`config.mk`:
```
export PLATFORM = sky130hd
export DESIGN_NAME = hamming_secded_stream_decoder
export DESIGN_NICKNAME = d
export VERILOG_FILES = /design/src/rtl/hamming_secded_stream_decoder.sv
export SDC_FILE = /design/constraint.sdc
export NUM_CORES = 1
export LEC_CHECK = 0
export ABC_CLOCK_PERIOD_IN_PS = 2000
export CORE_MARGIN = 2
export CORE_UTILIZATION = 55
export CTS_CLUSTER_SIZE = 28
export DETAILED_ROUTE_END_ITERATION = 10
export GPL_ROUTABILITY_DRIVEN = 0
export HOLD_SLACK_MARGIN = 0.1
export PLACE_DENSITY = 0.74
export SLEW_MARGIN = 20
export SYNTH_ARGS = -nofsm -noshare
export SYNTH_HDL_FRONTEND = slang
export SYNTH_SLANG_ARGS = --single-unit
```
`constraint.sdc`:
```
create_clock -name clk -period 2 [get_ports clk]
set_input_delay 0.2 -clock clk [delete_from_list [all_inputs] [get_ports clk]]
set_output_delay 0.2 -clock clk [all_outputs]
set_load 0.01 [all_outputs]
```
`src/rtl/hamming_secded_stream_decoder.sv`:
```
// Serial Hamming SECDED frame decoder: collects L = 2^M bits (overall parity first),
// corrects single errors, flags double errors, and presents the data word on a valid/ready port.
module hamming_secded_stream_decoder #(
    parameter int unsigned M = 3,
    localparam int unsigned N = 2 ** M - 1,
    localparam int unsigned K = N - M,
    localparam int unsigned L = N + 1
) (
    input  logic         clk,
    input  logic         rst_n,
    input  logic         in_valid,
    input  logic         in_bit,
    input  logic         in_sof,
    output logic         in_ready,
    output logic         out_valid,
    input  logic         out_ready,
    output logic [K-1:0] out_data,
    output logic         out_corrected,
    output logic         out_uncorrectable,
    output logic [M-1:0] out_err_pos
);

    typedef enum logic [1:0] {StIdle, StCollect, StHold} state_e;

    state_e         state_q;
    logic [L-1:0]   frame_q;
    logic [M-1:0]   cnt_q;

    logic           accept;
    logic           drain;
    logic           out_free;
    logic           last_bit;
    logic           load;
    logic [L-1:0]   dec_frame;
    logic [L-1:0]   fixed;
    logic [M-1:0]   syn;
    logic           par;
    logic [K-1:0]   dec_data;

    // Frame position of the j-th data bit (positions that are not powers of two).
    function automatic int unsigned data_pos(input int unsigned j);
        int unsigned seen;
        seen = 0;
        data_pos = 0;
        for (int unsigned i = 1; i < L; i++) begin
            if ((i & (i - 1)) != 0) begin
                if (seen == j) data_pos = i;
                seen++;
            end
        end
    endfunction

    assign in_ready = (state_q != StHold);
    assign accept   = in_valid & in_ready;
    assign drain    = out_valid & out_ready;
    assign out_free = ~out_valid | out_ready;
    assign last_bit = accept & ~in_sof & (state_q == StCollect) & (cnt_q == M'(L - 1));
    assign load     = (last_bit & out_free) | ((state_q == StHold) & drain);

    // Outside HOLD the final bit is still on in_bit, so decode straight from the input.
    always_comb begin
        dec_frame = frame_q;
        if (state_q != StHold) dec_frame[L-1] = in_bit;

        syn = '0;
        for (int unsigned i = 1; i < L; i++) begin
            if (dec_frame[i]) syn = syn ^ M'(i);
        end
        par = ^dec_frame;

        fixed = dec_frame;
        if (par) fixed[syn] = ~fixed[syn];

        dec_data = '0;
        for (int unsigned j = 0; j < K; j++) begin
            dec_data[j] = fixed[data_pos(j)];
        end
    end

    always_ff @(posedge clk or negedge rst_n) begin
        if (!rst_n) begin
            state_q           <= StIdle;
            frame_q           <= '0;
            cnt_q             <= '0;
            out_valid         <= 1'b0;
            out_data          <= '0;
            out_corrected     <= 1'b0;
            out_uncorrectable <= 1'b0;
            out_err_pos       <= '0;
        end else begin
            unique case (state_q)
                StIdle: begin
                    if (accept && in_sof) begin
                        frame_q[0] <= in_bit;
                        cnt_q      <= M'(1);
                        state_q    <= StCollect;
                    end
                end
                StCollect: begin
                    if (accept) begin
                        if (in_sof) begin
                            frame_q[0] <= in_bit;
                            cnt_q      <= M'(1);
                        end else begin
                            frame_q[cnt_q] <= in_bit;
                            if (cnt_q == M'(L - 1)) begin
                                cnt_q   <= '0;
                                state_q <= out_free ? StIdle : StHold;
                            end else begin
                                cnt_q <= cnt_q + M'(1);
                            end
                        end
                    end
                end
                StHold: begin
                    if (drain) state_q <= StIdle;
                end
                default: state_q <= StIdle;
            endcase

            if (load) begin
                out_valid         <= 1'b1;
                out_data          <= dec_data;
                out_corrected     <= par;
                out_uncorrectable <= ~par & (syn != '0);
                out_err_pos       <= syn;
            end else if (drain) begin
                out_valid <= 1'b0;
            end
        end
    end

endmodule

```
* Word-level counts from Yosys, hierarchy flattened
Index checks and enable logic that the tools add are counted.
** Storage, ports and cells
- Output and inout port bits :: 11
- Memory bits (read-only) :: 0
- RAM bits :: 0
- Bits of input ports :: 6
- Latch bits :: 0
- Register bits after elaboration :: 23
- Logic and storage cells :: 89
- Memories kept :: 0
** Operators by class
- $mul :: 0
- $add $sub $neg :: 1
- Bitwise gates (word level) :: 20
- Divide/modulo/power cells :: 0
- Reductions and logical operators :: 11
- Equality and inequality tests :: 9
- Order comparisons :: 4
- Shift-type cells :: 0
- Muxes and demuxes :: 35
** Operator list (count)
- $mux W3 :: 8
- $bwmux W8 :: 2
- $mux W2 :: 8
- $mux W1 :: 10
- $ne A2 B2 Y1 const B :: 5
- $and A1 B1 Y1 :: 8
- $lt A3 B4 Y1 const B :: 2
- $mux W8 :: 1
- $reduce_xor A8 Y1 :: 1
- $demux W1 S3 :: 2
- $ge A3 B1 Y1 const B :: 2
- $not A2 Y2 :: 3
- $pmux W2 S3 :: 1
- $pmux W3 S2 :: 1
- $reduce_and A3 Y1 :: 2
- $reduce_and A5 Y1 :: 1
- $not A1 Y1 :: 4
- $reduce_bool A2 Y1 :: 2
- $add A3 B1 Y3 const B :: 1
- $bmux W1 S3 :: 1
- $eq A3 B3 Y1 const B :: 1
- $logic_and A1 B1 Y1 :: 3
- $not A3 Y3 :: 1
- $reduce_bool A3 Y1 :: 1
- 7 further kinds :: 9

* Depth between registers and ports, before layout
Gate-level depths: netlist (run 1).
- Depth in word-level cells :: 17
- Depth in mapped cells :: 8
- Depth with buffers taken out :: 7

* Least setup slack after synthesis (run 1)
Ideal clock, no wire load.
- Path kind :: register to register
- From :: register frame_q[3]
- To :: register out_data[1]
- Stages on the path, launching flop included :: 7
- Arrival time :: 1.692 ns
- Path slack :: 0.204 ns
- Required time :: 1.896 ns
- Clock period less this slack :: 1.796 ns
- Setup time :: 0.104 ns
- Path buffers :: 0
- Cells stage by stage :: dfrtp_1 -> and3_4 -> or2_1 -> or3_1 -> a2111oi_4 -> o31ai_1 -> o311ai_1
** Between the ends
- Cells in the longest elaborated chain, start to end :: 13
- Elaborated cells on any way between the ends :: 19
- Classes of those cells :: order compare (2); mux (11); bitwise (4); reduce/logical (2)
** Ends and longest elaborated chain
- from (decl) :: line 26 : logic [L-1:0] frame_q;
- from (signal, indexed assignment) :: line 105 : frame_q[cnt_q] <= in_bit;
- $mux W2 :: line 67 : if (dec_frame[i]) syn = syn ^ M'(i);
- $mux W3 :: line 67
- $not A2 Y2 (no source line) / $mux W3 (equally long branches)
- $mux W3 / $not A2 Y2 (equally long branches)
- $mux W3 :: line 67
- $not A3 Y3 (no source line)
- $mux W3 :: line 67
- $lt A3 B4 Y1 (implied by the code) / $ge A3 B1 Y1 (equally long branches) :: line 72 : if (par) fixed[syn] = ~fixed[syn];
- $logic_and A1 B1 Y1 (implied by the code) :: line 72
- $mux W1 (implied by the code) :: line 72
- $demux W1 S3 :: line 72
- $bwmux W8 :: line 72
- $mux W8 * :: line 72
- to (signal assigned) :: line 123 : out_data <= dec_data;
- to (decl) :: line 17 : output logic [K-1:0] out_data,
Mark *: on every way between the ends. The rest lies on a longest branch, timed or not. The select of a mux whose other input is x is not followed.
A chain may end at the register's enable or synchronous reset.

* Worst setup path after layout (run 1)
- From :: register cnt_q[0]
- To :: register out_data[1]
** Between the ends
- Cells in the longest elaborated chain, start to end :: 4
** Ends and longest elaborated chain
- from (decl) :: line 27 : logic [M-1:0] cnt_q;
- from (signal assigned) :: line 110 : cnt_q <= cnt_q + M'(1);
- $eq A3 B3 Y1 :: line 57 : assign last_bit = accept & ~in_sof & (state_q == StCollect) & (cnt_q == M'(L - 1));
- $and A1 B1 Y1 :: line 57
- $and A1 B1 Y1 :: line 58 : assign load = (last_bit & out_free) | ((state_q == StHold) & drain);
- $or A1 B1 Y1 :: line 58
No other way between the ends.

==> qor.csv, run 1 <==
stage,metric,value,unit
global_route,antenna_found_initial,0,
floorplan,start_util,57.1,%
hold_path,hold_class,in -> async,
sta,hold_ws,0.222,ns
sta,fin_crit_sh,99.6,%
floorplan,top_level_ports,17,
place,hpwl,2890,um
synthesis,synth_top_family_by_area,compound AO/OA/AOI/OAI gates,
clock_tree,htreeDepth,1,
pwr,p_leak,0.000873,uW
floorplan,die_y,60.1,um
clock_tree,clk_pin_slew,0.13,ns
synthesis,syn-num-nets,176,
critical_path,cpPeakStageDelay,0.41,ns
route,routed_via_density,5.81,
global_route,grt_first_pass_wirelength,6150,um
global_route,grt_max_degree,24,
synthesis,async_flop_share,100,%
clock_tree,ctsLongestPathBuffers,2,
place,place_ws,-0.0992,ns
sta,period_needed,1.99,ns
route,drc,0,
sta,finalMaxSlewViolations,0,
sta,tightest_slew,0.471,ns
critical_path,crit_path_end_kind,register,
clock_tree,root_buffer,clkbuf_4,
global_route,grt_pass1_vias,1319,
place,io_buffers,16,
route,drt_wl_total,3840,um
run,max-cap-violations,0,
synthesis,synthMuxAreaShare,6.44,%
critical_path,path_cells,ha_1 > ha_1 > a22o_1 > nand2_2 > a2111oi_4 > o31ai_1 > o311ai_1,
critical_path,worstPathArrival,2.19,ns
cells_and_area,n_antenna_cell,0,
synthesis,synth_edf_count,0,
route,firstDrtPassIters,4,
pwr,power,3010,uW
clock_tree,holdBufCountCts,0,
synthesis,yosysSeqAreaShare,33.3,%
pwr,max-vdd-ir-drop,814,uV
synthesis,syn_area,1730,um^2
clock_tree,cts_made_buffers,3,
synthesis,avgSynthCellArea,10.3,um^2
route,drtIter0Drc,104,
clock_tree,cts_tree,done,
clock_tree,cts_sinks,23,
synthesis,synth_common_cells,"dfrtp_1, nand2_1, o21ai_0, mux2_2",
synthesis,synth-xor-area-share,12.0,%
synthesis,post-synth-top-count-cell,dfrtp_1,
critical_path,worst_path_most_repeated_cell,ha_1,
sta,rsz0062_at_grt,true,
sta,hold_violations,0,
cells_and_area,fin_area,2130,um^2
clock_tree,clock_latency,0.32,ns
cells_and_area,area_growth,22.9,%
cells_and_area,drive_gt1_share,31.8,%
synthesis,synth_adder_area_share,1.45,%
place,place_area,2040,um^2
route,ant_nets,0,
sta,finalSetupViolations,0,
route,drt-wirelength-per-cell,15.7,um
critical_path,rrSetupSlack,0.008,ns
sta,maxSlewHeadroom,68.3,%
critical_path,worst_path_max_delay_cell,dfrtp_1,
synthesis,synth_compound_area_share,21.5,%
route,vias,1424,
floorplan,core_area,3030,um^2
synthesis,synth_cell_types,60,
cells_and_area,finalNetCount,210,
critical_path,worstSetupStartpointType,register,
synthesis,synth_top_area_share,33.3,%
synthesis,synthCells,168,
sta,fmax,502,MHz
synthesis,yosysTopAreaCell,dfrtp_1,
global_route,grt_overflow,0,
global_route,grt_use_total,22.9,%
critical_path,critical_path_class,reg -> reg,
floorplan,die_w,60.1,um
sta,finalClockSkew,0.00358,ns
critical_path,crit_required,2.20,ns
outcome,status,finished clean,
floorplan,rows,20,
synthesis,synth_ff_type,dfrtp_1,
synthesis,ys_ff_latch,23,
critical_path,crit_path_max_fanout,4,
sta,final.setup.worst_slack,0.00848,ns
synthesis,synthTopCellsByArea,"dfrtp_1, mux2_2, a2111oi_4",
synthesis,synth.yosys.warnings,0,
floorplan,dieArea,3610,um^2
pwr,power.density,1420,nW/um^2
synthesis,synth-simple-area-share,19.9,%
cell families after synthesis:
kind of cell	Yosys count
mux	10
compound gates	47
xor+xnor	12
fa+ha+maj	2
flops	23
buf+inv	16
simple gates	58
critical path: cells and delay by family (launching register included):
| kind | cells | cell delay (ns) |
|---|---|---|
| AND/OR/NAND/NOR | 1 | 0.19 |
| flip-flops | 1 | 0.41 |
| adder cells (fa/ha/maj) | 2 | 0.43 |
| AO/OA/AOI/OAI | 4 | 0.83 |
per-layer routing:
| metal | track usage [%] | wire (um) |
|---|---|---|
| met3 | 1.95 | 106 |
| met5 | 0 | 0 |
| met4 | 9.52 | 91 |
| met2 | 39.0 | 1960 |
| met1 | 29.6 | 1680 |
flip-flops by register name, summed over array words and instances, names as in the netlist:
name / flops
out_corrected: 1
out_err_pos: 3
out_uncorrectable: 1
out_data: 4
out_valid: 1
state_q: 2
frame_q: 8
cnt_q: 3
path summary, 6_finish.rpt:
kind | startpoint | endpoint | cells past startpoint
min in group clk | out_ready | state_q[1] | 2
hold / removal | rst_n | out_err_pos[2] | 2
setup reg to reg | cnt_q[0] | out_data[1] | 7
setup / recovery | cnt_q[0] | out_data[1] | 7
hold reg to reg | out_err_pos[0] | out_err_pos[0] | 2
max in group asynchronous | rst_n | frame_q[1] | 2
per-stage QoR:
step / instances / TNS [ns] / utilization (%)
after CTS: 242 / 0 / 68.6
after global placement: 238 / 0 / 67.4
final: 245 / 0 / 70.2
after detailed placement: 238 / -0.107 / 67.4
after floorplan: 168 / 0 / -
after global routing: 245 / -0.117 / 70.2
repair_timing:
action                     CTS  global route
setup buffers                0             3
setup endpoints to repair    1             4
pin swaps                    0             1
resized for setup            2             9
layout by cell type, fill, tap and decap left out, types with 2 or more instances in the layout:
cell type,count
a2111oi_4,2
a21o_1,2
a21oi_1,6
a22o_1,2
a22oi_1,3
a31oi_1,2
buf_4,22
clkbuf_4,3
clkdlybuf4s50_1,16
dfrtp_1,19
dfrtp_2,4
ha_1,2
inv_1,5
mux2_2,9
nand2_1,14
nand2b_1,6
nand3_1,6
nand3b_1,3
nand4_1,2
nand4b_1,2
nor2_1,3
nor3_1,3
nor3_2,2
nor3b_1,3
o211ai_1,2
o21ai_0,10
o21ai_1,2
o31ai_1,2
xnor2_1,5
xnor2_4,2
cell type report:
type | instances | area (um^2)
clock buffer | 4 | 26.3
fill | 240 | 901
inverter | 6 | 25.0
multi-input combinational | 129 | 1090
sequential | 23 | 581
tap | 44 | 55.1
timing repair buffer | 39 | 345
where the power goes:
| group | switching [uW] | internal, uW | total [uW] |
|---|---|---|---|
| clock | 150 | 78.2 | 229 |
| combinational | 1050 | 994 | 2050 |
| sequential | 129 | 607 | 736 |
| total | 1330 | 1680 | 3010 |
Note: power is estimated with default switching activity, not from simulation.
==> run 2: changes to the inputs <==
SLEW_MARGIN = default   (was 20)
==> results of run 2 <==
Same layout as run 1: the final DEF is identical, and so are final timing and power.
==> run 3: changes to the inputs <==
ABC_CLOCK_PERIOD_IN_PS = 1800   (was 2000)
CELL_PAD_IN_SITES_DETAIL_PLACEMENT = 2   (was default)
CELL_PAD_IN_SITES_GLOBAL_PLACEMENT = 2   (was default)
CORE_UTILIZATION = 33   (was 55)
PLACE_DENSITY = 0.72   (was 0.74)
clock period = 1.8 ns   (was 2 ns; I/O delays follow)
==> qor.csv, run 3 (synthesized netlist as in run 1, its figures left out) <==
stage,metric,value,unit,change
clock_tree,cts_tree,done,,
pwr,clkPwrFrac,7.8,%,+0.2 points
sta,period_needed,2.04,ns,+0.0515 ns
critical_path,critical_path_class,reg -> reg,,
critical_path,crit_path_max_fanout,5,,+1
clock_tree,root_buffer,clkbuf_8,,
floorplan,dieArea,5840,um^2,+62%
pwr,p_leak,0.00110,uW,+26%
floorplan,die_y,76.4,um,+27%
cells_and_area,n_antenna_cell,0,,unchanged
clock_tree,clock_latency,0.28,ns,-0.04 ns
route,drt_wl_total,7230,um,+88%
critical_path,crit_required,1.98,ns,-0.22 ns
run,max-cap-violations,0,,unchanged
floorplan,core_area,5070,um^2,+68%
clock_tree,cts_made_buffers,3,,unchanged
pwr,p_int,2540,uW,+51%
clock_tree,clk_pin_slew,0.09,ns,-0.04 ns
critical_path,path_cells,buf_12 > xor3_2 > buf_4 > nor2_2 > nand3b_1 > a21oi_2 > o31ai_2 > o311ai_1,,
clock_tree,htreeDepth,1,,unchanged
critical_path,worstPathArrival,2.22,ns,+0.03 ns
floorplan,start_util,34.1,%,-23 points
cells_and_area,largest_registers,"frame_q: 8 flops, out_data: 4 flops",,
cells_and_area,layout_commonest_cell,buf_4,,
place,place_ws,-0.314,ns,-0.215 ns
pwr,swShare,44.9,%,+0.67 points
cells_and_area,drive_gt1_share,50.4,%,+19 points
place,io_buffers,16,,unchanged
pwr,power.density,1750,nW/um^2,+23%
route,firstDrtPassIters,5,,+1
global_route,grt_overflow,0,,unchanged
sta,finalSetupViolations,5,,+5
pwr,max-vdd-ir-drop,1470,uV,+81%
cells_and_area,regMostFlops,frame_q,,
sta,rsz0062_at_grt,true,,
pwr,p_sw,2070,uW,+55%
route,drtIter0Drc,33,,-68%
outcome,status,"complete, but fails checks",,
sta,hold_violations,0,,unchanged
sta,fin_crit_sh,113,%,+14 points
sta,fmax,489,MHz,-2.5%
sta,finalMaxSlewViolations,0,,unchanged
pwr,comb_power_share,74.2,%,+6.2 points
hold_path,hold_class,in -> async,,
global_route,antenna_found_initial,0,,unchanged
critical_path,worst_path_max_delay_cell,dfrtp_2,,
cells_and_area,largest_reg_flops,8,,unchanged
sta,hold_ws,0.256,ns,+0.0347 ns
critical_path,cpPeakStageDelay,0.46,ns,+0.05 ns
cells_and_area,nFillCells,511,,+110%
pwr,power,4610,uW,+53%
critical_path,crit_path_end_kind,register,,
route,drc,0,,unchanged
global_route,grt_pass1_vias,1861,,+41%
clock_tree,cts_sinks,23,,unchanged
critical_path,rrSetupSlack,-0.24,ns,-0.25 ns
sta,maxSlewHeadroom,74.3,%,+6.1 points
cells_and_area,layout_common_cells,"buf_4, dfrtp_1, clkdlybuf4s50_1, nand2_1",,
global_route,grt_max_degree,24,,unchanged
floorplan,top_level_ports,17,,unchanged
sta,tightest_slew,0.385,ns,-0.0863 ns
sta,final.setup.worst_slack,-0.243,ns,-0.251 ns
route,vias,1665,,+17%
pwr,seqPwrFrac,17.9,%,-6.5 points
clock_tree,ctsLongestPathBuffers,2,,unchanged
cells_and_area,finalNetCount,247,,+18%
sta,finalClockSkew,0.00248,ns,-0.00110 ns
floorplan,rows,26,,+30%
route,drt-wirelength-per-cell,23.5,um,+50%
cells_and_area,area_growth,52.3,%,
route,ant_nets,0,,unchanged
route,routed_via_density,5.41,,-7.0%
floorplan,die_w,76.4,um,+27%
outcome,violations,negative setup slack,,
place,hpwl,4190,um,+45%
global_route,grt_first_pass_wirelength,9400,um,+53%
place,dpl.cell_count,288,,+21%
global_route,grt_use_total,20.1,%,-2.8 points
cells_and_area,fin_cells,308,,+26%
critical_path,worstSetupStartpointType,register,,
cells_and_area,final_util,51.9,%,-18 points
-- run 3: changes by cell type in the layout (fill, tap and decap cells not counted), sizes merged --
cell | before | now
clkinv | 0 | 1
clkdlybuf4s50 | 16 | 15
buf | 23 | 59
dlygate4sd2 | 0 | 1
-- run 3: area by class of cell --
cell class / instances / area (um^2) / share of cell area [%]
timing repair buffer: 76 / 687 / 26.1
inverter: 6 / 25.0 / 0.950
clock inverter: 1 / 5.00 / 0.190
tap: 70 / 87.6 / 3.32
sequential: 23 / 581 / 22.0
clock buffer: 3 / 41.3 / 1.57
multi-input combinational: 129 / 1210 / 45.9
-- run 3: worst paths after layout --
kind	from	endpoint	cells after the start
worst max-delay path	frame_q[3]	out_data[1]	8
worst min-delay path	rst_n	out_uncorrectable	2
worst min register to register	out_data[3]	out_data[3]	1
worst max register to register	frame_q[3]	out_data[1]	8
min in group clk	out_ready	state_q[1]	2
max in group asynchronous	rst_n	state_q[0]	2
-- run 3: power groups by stage --
stage / registers, uW / logic [uW] / clock network, uW
global route: 849 / 3620 / 392
finish: 827 / 3420 / 360
CTS: 815 / 2860 / 378
detailed placement: 819 / 2660 / 0
global placement: 805 / 2530 / 0
floorplan: 824 / 1580 / 0
-- run 3: metrics by stage --
stage,instance area (um^2),setup TNS [ns]
after detailed placement,2280,-1.55
after floorplan,1730,0
after CTS,2410,-0.549
after global placement,2280,-0.727
after global routing,2640,-1.49
final,2640,-0.853
-- run 3: layer usage --
metal	track usage (%)	vias up	part of all wire [%]
li1	-	765	-
met1	23.4	842	42
met2	37.8	38	53
met3	2.49	20	1.9
met4	6.55	0	3.9
met5	0	-	0
-- run 3: worst max-delay path, delay by kind of cell, from the launching register on --
kind | cells | cell delay [ns]
xor gates and xnor gates | 1 | 0.43
and+or+nand+nor | 2 | 0.29
buffers and inverters | 2 | 0.32
DFF | 1 | 0.46
AOI/OAI and AO/OA | 3 | 0.43
-- run 3: repair_timing --
| action | 4_1_cts | 5_1_grt |
|---|---|---|
| gates resized for setup | 17 | 26 |
| cloned | 0 | 1 |
| hold buffers | 0 | 0 |
| buffers inserted | 4 | 13 |
| pin swaps | 10 | 5 |
| endpoints found under the setup margin | 7 | 13 |
